`config.mk`:
```
export PLATFORM = sky130hd
export DESIGN_NAME = pu_n_acc
export DESIGN_NICKNAME = d
export VERILOG_FILES = /design/src/rtl/pu_n_acc.sv
export SDC_FILE = /design/constraint.sdc
export NUM_CORES = 1
export LEC_CHECK = 0
export CORE_ASPECT_RATIO = 0.5
export CORE_MARGIN = 10
export CORE_UTILIZATION = 50
export DETAILED_ROUTE_END_ITERATION = 7
export PLACE_DENSITY = 0.82
export SYNTH_ARGS = -nofsm -noshare
export SYNTH_HDL_FRONTEND = slang
export SYNTH_SLANG_ARGS = --single-unit
```
`constraint.sdc`:
```
create_clock -name clk -period 6.1 [get_ports clk]
set_input_delay 0.915 -clock clk [delete_from_list [all_inputs] [get_ports clk]]
set_output_delay 0.915 -clock clk [all_outputs]
set_load 0.01 [all_outputs]
```
`src/rtl/pu_n_acc.sv`:
```
// N-lane processing unit: per-lane pass/approx transform, saturating adder tree,
// optional ACC_LEN-beat saturating accumulation, 2-stage valid/ready pipeline.
module pu_n_acc #(
    parameter int unsigned XLEN    = 5,
    parameter int unsigned NUM_IN  = 4,
    parameter int unsigned ACC_LEN = 4
) (
    input  logic                     clk,
    input  logic                     rst,
    input  logic                     in_valid,
    output logic                     in_ready,
    input  logic [NUM_IN*XLEN-1:0]   nums,
    input  logic [NUM_IN-1:0]        lane_mode,
    input  logic                     acc_en,
    output logic                     out_valid,
    input  logic                     out_ready,
    output logic [XLEN-1:0]          result,
    output logic                     sat_flag,
    output logic                     frame_last
);
    localparam int unsigned SW = XLEN + $clog2(NUM_IN);
    localparam int unsigned CW = (ACC_LEN > 1) ? $clog2(ACC_LEN) : 1;
    localparam logic [XLEN-1:0] MAXV = '1;
    localparam logic [CW-1:0] CNT_LAST = CW'(ACC_LEN - 1);

    typedef enum logic {IDLE, ACCUM} state_t;

    logic                         en, accept;
    logic [NUM_IN-1:0][XLEN-1:0]  t_w;
    logic [SW-1:0]                sum_w;
    logic                         sat_w;
    logic [XLEN-1:0]              sat_sum_w;
    logic [XLEN:0]                acc_sum_w;
    logic                         acc_ovf_w;
    logic [XLEN-1:0]              acc_sat_w;

    logic                         s1_valid_q, s1_acc_q;
    logic [NUM_IN-1:0][XLEN-1:0]  s1_t_q;

    state_t                       state_q, state_d;
    logic [CW-1:0]                cnt_q, cnt_d;
    logic [XLEN-1:0]              acc_q, acc_d;
    logic                         sticky_q, sticky_d;
    logic                         out_valid_q, out_valid_d;
    logic [XLEN-1:0]              result_q, result_d;
    logic                         sat_q, sat_d;
    logic                         last_q, last_d;

    assign en       = !out_valid_q || out_ready;
    assign in_ready = en && !rst;
    assign accept   = in_valid && in_ready;

    assign out_valid  = out_valid_q;
    assign result     = result_q;
    assign sat_flag   = sat_q;
    assign frame_last = last_q;

    always_comb begin
        t_w = '0;
        for (int unsigned i = 0; i < NUM_IN; i++) begin
            if (lane_mode[i])
                t_w[i] = {1'b1, {(XLEN-3){1'b0}}, nums[i*XLEN + XLEN-2], nums[i*XLEN + XLEN-3]};
            else
                t_w[i] = nums[i*XLEN +: XLEN];
        end
    end

    always_comb begin
        sum_w = '0;
        for (int unsigned i = 0; i < NUM_IN; i++)
            sum_w = sum_w + SW'(s1_t_q[i]);
        sat_w     = sum_w > SW'(MAXV);
        sat_sum_w = sat_w ? MAXV : sum_w[XLEN-1:0];
        acc_sum_w = {1'b0, acc_q} + {1'b0, sat_sum_w};
        acc_ovf_w = acc_sum_w[XLEN];
        acc_sat_w = acc_ovf_w ? MAXV : acc_sum_w[XLEN-1:0];
    end

    // S2 only advances with the pipeline; a bubble or mid-frame beat drops out_valid.
    always_comb begin
        state_d     = state_q;
        cnt_d       = cnt_q;
        acc_d       = acc_q;
        sticky_d    = sticky_q;
        out_valid_d = out_valid_q;
        result_d    = result_q;
        sat_d       = sat_q;
        last_d      = last_q;
        if (en) begin
            out_valid_d = 1'b0;
            if (s1_valid_q) begin
                if (!s1_acc_q) begin
                    result_d    = sat_sum_w;
                    sat_d       = sat_w;
                    last_d      = 1'b0;
                    out_valid_d = 1'b1;
                    state_d     = IDLE;
                    cnt_d       = '0;
                    acc_d       = '0;
                    sticky_d    = 1'b0;
                end else if (state_q == IDLE) begin
                    acc_d    = sat_sum_w;
                    cnt_d    = CW'(1);
                    sticky_d = sat_w;
                    state_d  = ACCUM;
                end else if (cnt_q == CNT_LAST) begin
                    result_d    = acc_sat_w;
                    sat_d       = sticky_q | sat_w | acc_ovf_w;
                    last_d      = 1'b1;
                    out_valid_d = 1'b1;
                    state_d     = IDLE;
                    cnt_d       = '0;
                    acc_d       = '0;
                    sticky_d    = 1'b0;
                end else begin
                    acc_d    = acc_sat_w;
                    sticky_d = sticky_q | sat_w | acc_ovf_w;
                    cnt_d    = cnt_q + CW'(1);
                end
            end
        end
    end

    always_ff @(posedge clk) begin
        if (rst) begin
            s1_valid_q  <= 1'b0;
            s1_acc_q    <= 1'b0;
            s1_t_q      <= '0;
            state_q     <= IDLE;
            cnt_q       <= '0;
            acc_q       <= '0;
            sticky_q    <= 1'b0;
            out_valid_q <= 1'b0;
            result_q    <= '0;
            sat_q       <= 1'b0;
            last_q      <= 1'b0;
        end else begin
            if (en) begin
                s1_valid_q <= accept;
                s1_acc_q   <= accept && acc_en;
                if (accept)
                    s1_t_q <= t_w;
            end
            state_q     <= state_d;
            cnt_q       <= cnt_d;
            acc_q       <= acc_d;
            sticky_q    <= sticky_d;
            out_valid_q <= out_valid_d;
            result_q    <= result_d;
            sat_q       <= sat_d;
            last_q      <= last_d;
        end
    end
endmodule

```
==> summary.md, run 1 <==
| Metric | Value |
|---|---|
| Die H | `68.1 um` |
| Synth Cell Area | `2320 sq um` |
| CP max stage cell | `fa_1` |
| Max-Cap Viols | `0` |
| Io pins | `38` |
| Critical path class | `reg2reg` |
| Most instantiated cells after synthesis | `dfxtp_1 (39), inv_1 (32), nor2_1 (24)` |
| Clock power frac | `33.4%` |
| Hold Path Class | `reg2reg` |
| H-tree level count | `2` |
| Distinct cells, synth | `49` |
| Net Sw Power | `199 uW` |
| Cell Int Power | `481 uW` |
| Status | `finished, final reports clean` |
| Unrepaired setup endpoints after global routing | `false` |
| Ys Warns | `0` |
| Share of layout cells above drive strength 1 | `5.67%` |
| Drt pass-1 iters | `4` |
| Largest net degree at the start of global routing | `39` |
| Final setup vio count | `0` |
| Clock slew at reported path FFs | `80 ps` |
| Cell with the most instances after synthesis | `dfxtp_1` |
| Total placed cells including tap cells | `349` |
| Top delay family on crit path | `adder cells` |
| Core area | `4420 sq um` |
| Power per Cell Area | `239 nW/um^2` |
| Sw Ratio | `29.3%` |
| CTS max path bufs | `2` |
| Minimum clock period | `5040 ps` |
| Grt peak-use layer | `met2` |
| Final max-slew violation count | `0` |
| Seq/Total Area, Yosys | `33.7%` |
| Dpl ws | `1120 ps` |
| Largest cells by area after synthesis | `dfxtp_1 (34%), fa_1 (9.5%), ha_1 (6.5%)` |
| Post-layout net count | `351` |
| Main synth FF type | `dfxtp_1` |
| First-pass GRT wire length | `9110 um` |
| Root Buffer | `clkbuf_8` |
| Worst vdd ir | `0.000108 V` |
| Setup WS post-layout | `1060 ps` |
| Max FO, Critical Path | `8` |
| Worst-Margin Slew | `795 ps` |
| Routed vias | `1986` |
| Worst stage delay on the critical path | `530 ps` |
| CTS tree | `yes` |
| Chip width | `116 um` |
| Die ar. | `7920 sq um` |
| Final wirelength | `5400 um` |
| Final HPWL DP | `4160 um` |
| Max Clock Freq | `198 MHz` |
| Grt met1 use | `17.2%` |
| Hold slack | `458 ps` |
| Starting Density | `52.3%` |
| Clk_lat worst skew | `290 ps` |
| Vias in the first global route | `1990` |
| Reg power frac | `40.6%` |
| Synth Net Count | `316` |
| Initial DRC Count | `67` |
| Worst path bufs/invs | `3` |
| Post-CTS setup buffer count | `0` |
| Num CTS Buffers | `5` |
| Startpoint types | `flip-flop` |
| Synth top area share | `33.7%` |
| Filler instances | `374` |
| Worst Path Arrival | `5220 ps` |
| Antenna Nets Post-Route | `0` |
| Area of the multi-input gates | `1370 sq um` |
| Via/cell ratio | `5.56` |
| Setup_tns | `0 ps` |
| Final estimated routing congestion in global placement | `0.932` |
| WL/cell | `15.1 um` |
| I/O Buffers | `37` |
| Synth Instances | `264` |
| Post-route DRC | `0` |
| Yosys reg bits | `39` |
| CTS hold repair buffers | `0` |
| Most area-hungry cell type in the Yosys netlist | `dfxtp_1` |
| Met2 usage | `24.8%` |
| Worst Skew | `6.17 ps` |
| Total power | `681 uW` |
| CP endpoint kind | `flip-flop` |
| Finished Layout Cells | `357` |
| Ant. Diodes | `0` |
| Layout area overhead | `22.8%` |
| Critical Path RT | `6280 ps` |
| Number of synthesized flops with an enable pin | `0` |
| Max transition margin | `47.0%` |
| Antenna violations before repair | `0` |
| Rows | `17` |
| # clock sinks | `39` |
| Routing usage on met3 | `3.49%` |
| CTS resizes | `0` |
| Total track usage | `14.4%` |
| GR Overflow Total | `0` |
| Async S/R FF share, synth | `0%` |
| Syn Area/Cell | `8.77 sq um` |
| Crit-path cells | `inv_1 -> fa_1 -> inv_1 -> fa_1 -> ha_1 -> inv_1 -> fa_1 -> nand2b_1 -> or3_4 -> a211oi_4 -> nand2b_2 -> ha_1 -> a211oi_1 -> o21bai_1 -> a21oi_1 -> a21oi_1 -> a221o_1` |
| Fin. Hold Viols | `0` |
| Combinational Power Share | `26.0%` |
| Final Cycle Share | `82.7%` |
| Leak pwr | `0.00114 uW` |
| FF/Latch Area | `781 sq um` |
==> worst min-delay path, cell delays in order, from the launching register on <==
cell     delay (ps)
dfxtp_1         320
nand2_1          50
a21oi_1          50
==> cell usage in the layout, fill, tap and decap left out, types with 2 or more instances in the layout <==
cell type        count
a211o_1              2
a211oi_1            13
a21boi_1             2
a21o_1               4
a21oi_1             21
a221o_1              6
clkbuf_8             6
clkdlybuf4s50_1     37
dfxtp_1             39
fa_1                11
ha_1                12
inv_1               32
inv_2                2
mux2i_1              8
nand2_1             20
nand2b_1             4
nand3_1              2
nand3b_1             9
nor2_1              24
nor2b_1              2
nor3_1               8
o21ai_0              4
or4b_1               3
==> power by group through the flow <==
stage          clock (uW)  sequential, uW  combinational (uW)
2_1_floorplan           0             282                 116
3_3_place_gp            0             282                 170
3_5_place_dp            0             283                 175
4_1_cts               230             277                 177
5_1_grt               243             278                 201
6_report              227             276                 177
==> flip-flops by register name (all words and copies together) (netlist names), 2 cells and up <==
signal	cells
acc_q	5
s1_t_q	20
result	5
cnt_q	2
==> logic make-up after synthesis <==
| family | Yosys count | share of synthesized area (%) |
|---|---|---|
| simple gates | 82 | 18.5 |
| compound gates | 67 | 20.8 |
| flops | 39 | 33.7 |
| buf+inv | 44 | 7.19 |
| mux | 8 | 3.46 |
| fa+ha+maj | 23 | 16.0 |
| xor+xnor | 1 | 0.378 |
==> layer usage <==
layer	wire (um)	vias to the layer above
met5	0	-
met4	41	0
met3	242	4
met2	2650	45
met1	2470	940
li1	-	997
==> stage by stage <==
step                cell area [sq um]  util, %
floorplan                        2320        -
global placement                 2730     61.6
detailed placement               2730     61.6
CTS                              2840     64.3
global route                     2840     64.3
finish                           2840     64.3
==> final timing paths <==
check                           depth (start not counted)  slack (ps)   endpoint      start
worst max-delay path                                   17        1060   acc_q[1]  s1_t_q[1]
worst min-delay path                                    2         460  s1_t_q[2]  s1_t_q[2]
worst max register to register                         17        1060   acc_q[1]  s1_t_q[1]
worst min register to register                          2         460  s1_t_q[2]  s1_t_q[2]
==> final cells by class <==
type                            count  share of cell area (%)
Multi-Input combinational cell    181                    48.1
Tap cell                           57                    2.51
Timing Repair Buffer               38                    13.3
Inverter                           34                    4.49
Clock inverter                      2                    1.23
Sequential cell                    39                    27.5
Clock buffer                        6                    2.90
Power figures use the tool's default switching activity.
==> run 2, diff against run 1 <==
- CORE_UTILIZATION: 50 -> 48
- clock period: 6.1 -> 4.12 ns (I/O delays scaled with it)
==> run 2 against run 1 <==
  * The run now ends with negative setup slack left
  * Sequential cell count unchanged
  * Register-to-register slack worse by 1400 ps
  * Core utilization up 5.0 points
  * Sequential share of layout area down 2.5 points
  * Critical path type unchanged
==> summary.md, run 2 (synthesis gave the netlist of run 1 again) <==
| Metric | Value |
|---|---|
| Filler instances | `346 (-7.5%)` |
| Num CTS Buffers | `5 (unchanged)` |
| Sw Ratio | `31.7% (+2.4 points)` |
| CTS hold repair buffers | `0 (unchanged)` |
| Status | `finished with violations` |
| CTS max path bufs | `2 (unchanged)` |
| Fin. Hold Viols | `0 (unchanged)` |
| I/O Buffers | `37 (unchanged)` |
| R2R Path Start | `s1_t_q[1]` |
| Design Area, Final | `3140 sq um (+10%)` |
| Biggest register | `s1_t_q` |
| Worst Path Arrival | `4680 ps (-540 ps)` |
| Antenna Nets Post-Route | `0 (unchanged)` |
| Setup_tns | `-3200 ps (-3200 ps)` |
| Clock slew at reported path FFs | `70 ps (about the same)` |
| Core area | `4530 sq um (+2.4%)` |
| # clock sinks | `39 (unchanged)` |
| Max transition margin | `46.0% (-1.0 points)` |
| CP endpoint kind | `flip-flop` |
| Placed Area | `2960 sq um (+8.5%)` |
| Final HPWL DP | `4460 um (+7.2%)` |
| Final Cycle Share | `109% (+26 points)` |
| Hold Path Class | `reg2reg` |
| Io pins | `38 (unchanged)` |
| Largest net degree at the start of global routing | `25 (-36%)` |
| Cell Int Power | `708 uW (+47%)` |
| Final max-slew violation count | `0 (unchanged)` |
| Area of the multi-input gates | `1490 sq um (+8.9%)` |
| Via/cell ratio | `5.34 (-4.1%)` |
| Antenna violations before repair | `0 (unchanged)` |
| CTS tree | `yes` |
| Worst-Margin Slew | `810 ps (+15.3 ps)` |
| Power per Cell Area | `330 nW/um^2 (+38%)` |
| Die ar. | `8170 sq um (+3.2%)` |
| Chip width | `118 um (+1.7%)` |
| Die H | `69.1 um (+1.5%)` |
| Worst Skew | `1.49 ps (-4.68 ps)` |
| First-pass GRT wire length | `9270 um (+1.7%)` |
| Worst path bufs/invs | `4 (+1)` |
| GR Overflow Total | `0 (unchanged)` |
| Worst vdd ir | `0.000161 V (+49%)` |
| Hold slack | `459 ps (+1.47 ps)` |
| Total track usage | `13.3% (-1.1 points)` |
| H-tree level count | `2 (unchanged)` |
| Clock power frac | `24.4% (-9.0 points)` |
| Final setup vio count | `12 (+12)` |
| Max FO, Critical Path | `5 (-3)` |
| Min-delay src | `s1_t_q[13]` |
| Combinational Power Share | `36.0% (+10 points)` |
| Startpoint types | `flip-flop` |
| Clk_lat worst skew | `300 ps (about the same)` |
| Post-route DRC | `0 (unchanged)` |
| Total power | `1040 uW (+52%)` |
| Ant. Diodes | `0 (unchanged)` |
| Hold path depth | `2 (unchanged)` |
| Critical path class | `reg2reg` |
| Post-layout net count | `376 (+7.1%)` |
| Leak pwr | `0.00127 uW (+12%)` |
| Critical Path Stages | `17 (unchanged)` |
| Vias in the first global route | `2027 (+1.9%)` |
| Initial DRC Count | `87 (+30%)` |
| FF/Latch Area | `783 sq um (+0.32%)` |
| Critical Path RT | `4310 ps (-1970 ps)` |
| Rows | `17 (unchanged)` |
| Reg2reg path depth | `17 (unchanged)` |
| Net Sw Power | `328 uW (+65%)` |
| Max-Cap Viols | `0 (unchanged)` |
| Crit-path cells | `inv_2 -> fa_1 -> inv_1 -> fa_1 -> ha_2 -> inv_2 -> fa_2 -> nand2b_4 -> or3_4 -> a211oi_4 -> buf_6 -> nand2_2 -> ha_1 -> or4b_1 -> a21o_1 -> nor2b_1 -> a221o_1` |
| Starting Density | `51.1% (-1.2 points)` |
| FF-to-FF End | `acc_q[3]` |
| Reg power frac | `39.6% (-1.0 points)` |
| Unrepaired setup endpoints after global routing | `true` |
| Drt pass-1 iters | `5 (+1)` |
| Minimum clock period | `4490 ps (-557 ps)` |
| Largest register FFs | `20 (unchanged)` |
| WL/cell | `15.0 um (-0.75%)` |
| Share of layout cells above drive strength 1 | `18.2% (+12 points)` |
| Routed vias | `2087 (+5.1%)` |
| Layout area overhead | `35.5%` |
| Setup WS post-layout | `-367 ps (-1420 ps)` |
| Final estimated routing congestion in global placement | `0.867 (-7.0%)` |
| Reg-to-reg slack, setup | `-370 ps (-1420 ps)` |
| Most frequent cells in the layout | `dfxtp_1 (37), clkdlybuf4s50_1 (37), inv_1 (30), buf_4 (24), nor2_1 (23)` |
| Max Clock Freq | `223 MHz (+12%)` |
| Worst stage delay on the critical path | `520 ps (about the same)` |
| Root Buffer | `clkbuf_8` |
| Util after Layout | `69.3% (+5.0 points)` |
| Hold EP | `s1_t_q[13]` |
| Violated checks | `negative setup slack` |
| CP max stage cell | `fa_1` |
| Top delay family on crit path | `adder cells` |
| Final wirelength | `5870 um (+8.7%)` |
==> run 2: through the flow <==
step / cells / worst slack, ps
finish: 391 / -367
CTS: 390 / -348
global route: 391 / -553
floorplan: 264 / -331
global placement: 379 / -297
detailed placement: 379 / -424
==> run 2: per-layer routing <==
metal  part of all wire [%]  vias up  GRT usage [%]
li1                       -     1043              -
met1                     44      986           15.3
met5                      0        -              0
met2                     49       51           22.7
met3                    5.5        7           4.29
met4                    1.1        0           4.58
==> run 2: area by class of cell <==
class | instances | area share [%]
Clock inverter | 1 | 0.159
Clock buffer | 7 | 2.43
Tap cell | 66 | 2.63
Multi-Input combinational cell | 181 | 47.5
Inverter | 34 | 4.07
Sequential cell | 39 | 25.0
Timing Repair Buffer | 63 | 18.3
==> run 2: worst max path at each step <==
stage              start        to  slack, ps
2_1_floorplan  s1_t_q[1]  acc_q[3]       -330
3_3_place_gp   s1_t_q[1]  acc_q[3]       -300
3_5_place_dp   s1_t_q[1]  acc_q[3]       -420
4_1_cts        s1_t_q[1]  acc_q[3]       -350
5_1_grt        s1_t_q[1]  acc_q[3]       -550
6_report       s1_t_q[1]  acc_q[3]       -370
==> run 2: repair_timing <==
item / 4_1_cts / 5_1_grt
resized for setup: 4 / 10
pin swaps: 2 / 7
buffers inserted: 3 / 1
hold endpoints to repair: 0 / 0
cloned: 0 / 0
endpoints found under the setup margin: 12 / 12
==> run 2: worst register-to-register path: cells and delay by family (launching register included) <==
kind	cells	cell delay, ps
adders and majority gates	5	1900
and+or+nand+nor	5	1150
AOI/OAI and AO/OA	3	710
DFF	1	340
buffers and inverters	4	280
==> run 2: power by group through the flow <==
stage / registers, uW / clock network [uW] / logic [uW]
2_1_floorplan: 418 / 0 / 195
3_3_place_gp: 418 / 0 / 321
3_5_place_dp: 419 / 0 / 334
5_1_grt: 412 / 268 / 410
4_1_cts: 410 / 255 / 350
6_report: 410 / 253 / 373
==> run 3, diff against run 2 <==
- CORE_ASPECT_RATIO: 0.5 -> unset
- REMOVE_ABC_BUFFERS: unset -> 1
==> run 3 against run 2 <==
  * The run still ends with negative setup slack left
  * Global-route usage increased by 2.0 points
  * Sequential share of layout area fell by 0.36 points
  * Clock power rose by 33%
  * Non-clock buffer count is 1 higher
  * Fmax hardly changed
  * Power grew 10%
  * Highest routed layer unchanged
==> summary.md, run 3 (synthesis gave the netlist of run 1 again) <==
| Metric | Value |
|---|---|
| Crit-path cells | `inv_2 -> fa_1 -> inv_2 -> fa_1 -> ha_2 -> inv_2 -> fa_2 -> nand2b_4 -> or3_4 -> a211oi_4 -> buf_6 -> nand2b_4 -> ha_4 -> a211oi_4 -> or4b_4 -> a21o_1 -> nor2b_1 -> a221o_1` |
| GR Overflow Total | `0 (unchanged)` |
| Worst stage delay on the critical path | `540 ps (+20 ps)` |
| Worst-Margin Slew | `807 ps (-3.30 ps)` |
| Power per Cell Area | `358 nW/um^2 (+8.4%)` |
| Chip width | `89.5 um (-24%)` |
| CP endpoint kind | `flip-flop` |
| Share of layout cells above drive strength 1 | `21.2% (+3.0 points)` |
| Most common cell after layout, fill and taps aside | `clkdlybuf4s50_1` |
| Max-Cap Viols | `0 (unchanged)` |
| Final wirelength | `5720 um (-2.6%)` |
| CTS hold repair buffers | `0 (unchanged)` |
| WL/cell | `15.1 um (+0.25%)` |
| Filler instances | `367 (+6.1%)` |
| Rows | `25 (+8)` |
| Largest net degree at the start of global routing | `38 (+52%)` |
| H-tree level count | `2 (unchanged)` |
| # clock sinks | `39 (unchanged)` |
| Status | `finished with violations` |
| Largest register FFs | `20 (unchanged)` |
| Unrepaired setup endpoints after global routing | `true` |
| CTS tree | `yes` |
| Final HPWL DP | `4260 um (-4.6%)` |
| Total power | `1140 uW (+10%)` |
| Root Buffer | `clkbuf_8` |
| I/O Buffers | `37 (unchanged)` |
| Drt pass-1 iters | `4 (-1)` |
| Via/cell ratio | `5.50 (+3.1%)` |
| Die ar. | `8000 sq um (-2.1%)` |
| Final setup vio count | `12 (unchanged)` |
| Critical path class | `reg2reg` |
| Vias in the first global route | `2140 (+5.6%)` |
| Post-layout net count | `377 (+0.27%)` |
| Most frequent CP cell | `inv_2` |
| Final estimated routing congestion in global placement | `0.801 (-7.6%)` |
| Antenna Nets Post-Route | `0 (unchanged)` |
| Worst Skew | `6.30 ps (+4.81 ps)` |
| Antenna violations before repair | `0 (unchanged)` |
| Util after Layout | `68.0% (-1.3 points)` |
| First-pass GRT wire length | `9610 um (+3.7%)` |
| Leak pwr | `0.00130 uW (+2.3%)` |
| Core area | `4690 sq um (+3.6%)` |
| Die H | `89.5 um (+29%)` |
| Fin. Hold Viols | `0 (unchanged)` |
| Startpoint types | `flip-flop` |
| CTS max path bufs | `2 (unchanged)` |
| Ant. Diodes | `0 (unchanged)` |
| Violated checks | `negative setup slack` |
| Post-route DRC | `0 (unchanged)` |
| Worst Path Arrival | `4680 ps (about the same)` |
| Worst vdd ir | `0.000215 V (+34%)` |
| Initial DRC Count | `48 (-45%)` |
| Setup_tns | `-3360 ps (-161 ps)` |
| Biggest register | `s1_t_q` |
| Clk_lat worst skew | `300 ps (about the same)` |
| Final max-slew violation count | `0 (unchanged)` |
| Routed vias | `2091 (+0.19%)` |
| Most frequent cells in the layout | `clkdlybuf4s50_1 (37), dfxtp_1 (36), inv_1 (29), buf_4 (26), nor2_1 (24)` |
| Minimum clock period | `4490 ps (+3.76 ps)` |
| Max Clock Freq | `223 MHz (about the same)` |
| Clock slew at reported path FFs | `80 ps (about the same)` |
| CP max stage cell | `fa_1` |
| Num CTS Buffers | `5 (unchanged)` |
| Max transition margin | `46.2% (+0.22 points)` |
| Final Cycle Share | `109% (about the same)` |
| Io pins | `38 (unchanged)` |
| Critical Path RT | `4310 ps (about the same)` |
| Setup WS post-layout | `-371 ps (-3.76 ps)` |
| Hold slack | `455 ps (-3.95 ps)` |
| Hold Path Class | `reg2reg` |
| Total track usage | `15.3% (+2.0 points)` |
| Max FO, Critical Path | `5 (unchanged)` |
| Layout area overhead | `37.7%` |
| Starting Density | `49.4% (-1.8 points)` |
## run 3: metrics by stage
step                      cell area (sq um)  std cells  setup slack [ps]
final                                  3190        380              -371
after global routing                   3190        380              -511
after CTS                              3160        378              -364
after detailed placement               2880        367              -664
after global placement                 2880        367              -408
after floorplan                        2280        254              -430
## run 3: final cells by class
| class | instances | area (sq um) | area share [%] |
|---|---|---|---|
| well taps | 54 | 67.6 | 2.12 |
| inverters | 34 | 128 | 4.00 |
| clock buffers | 6 | 82.6 | 2.59 |
| flip-flops and latches | 39 | 785 | 24.6 |
| repair buffers | 64 | 577 | 18.1 |
| clock inverters | 2 | 35.0 | 1.10 |
| multi-input cells | 181 | 1520 | 47.5 |
## run 3: report_power, final
| part | switching, uW | total [uW] | internal, uW |
|---|---|---|---|
| logic | 190 | 396 | 206 |
| registers | 12.9 | 410 | 397 |
| clock network | 140 | 336 | 196 |
## run 3: routing by layer
layer | global-route usage (%) | up-vias | share of wire [%]
li1 | - | 1043 | -
met1 | 15.8 | 966 | 40
met2 | 28.1 | 73 | 52
met3 | 4.65 | 9 | 6.4
met4 | 6.21 | 0 | 1.7
met5 | 0 | - | 0
## run 3: worst paths after layout
path	start	end	slack [ps]	cells after the start
worst max-delay path	s1_t_q[11]	acc_q[3]	-370	18
worst min-delay path	s1_t_q[8]	s1_t_q[8]	460	2
worst max register to register	s1_t_q[11]	acc_q[3]	-370	18
worst min register to register	s1_t_q[8]	s1_t_q[8]	460	2
## run 3: timing repair
action | CTS | global route
resized for setup | 27 | 5
buffers inserted | 4 | 2
pin swaps | 23 | 9
endpoints found under the setup margin | 12 | 12
gates cloned | 0 | 0
## run 3: worst max-delay path, delay by kind of cell (launching register included)
family	cells	cell delay, ps
AO/OA/AOI/OAI	4	730
adder cells (fa/ha/maj)	5	1820
buffers and inverters	4	270
flip-flops	1	340
AND/OR/NAND/NOR	5	1200
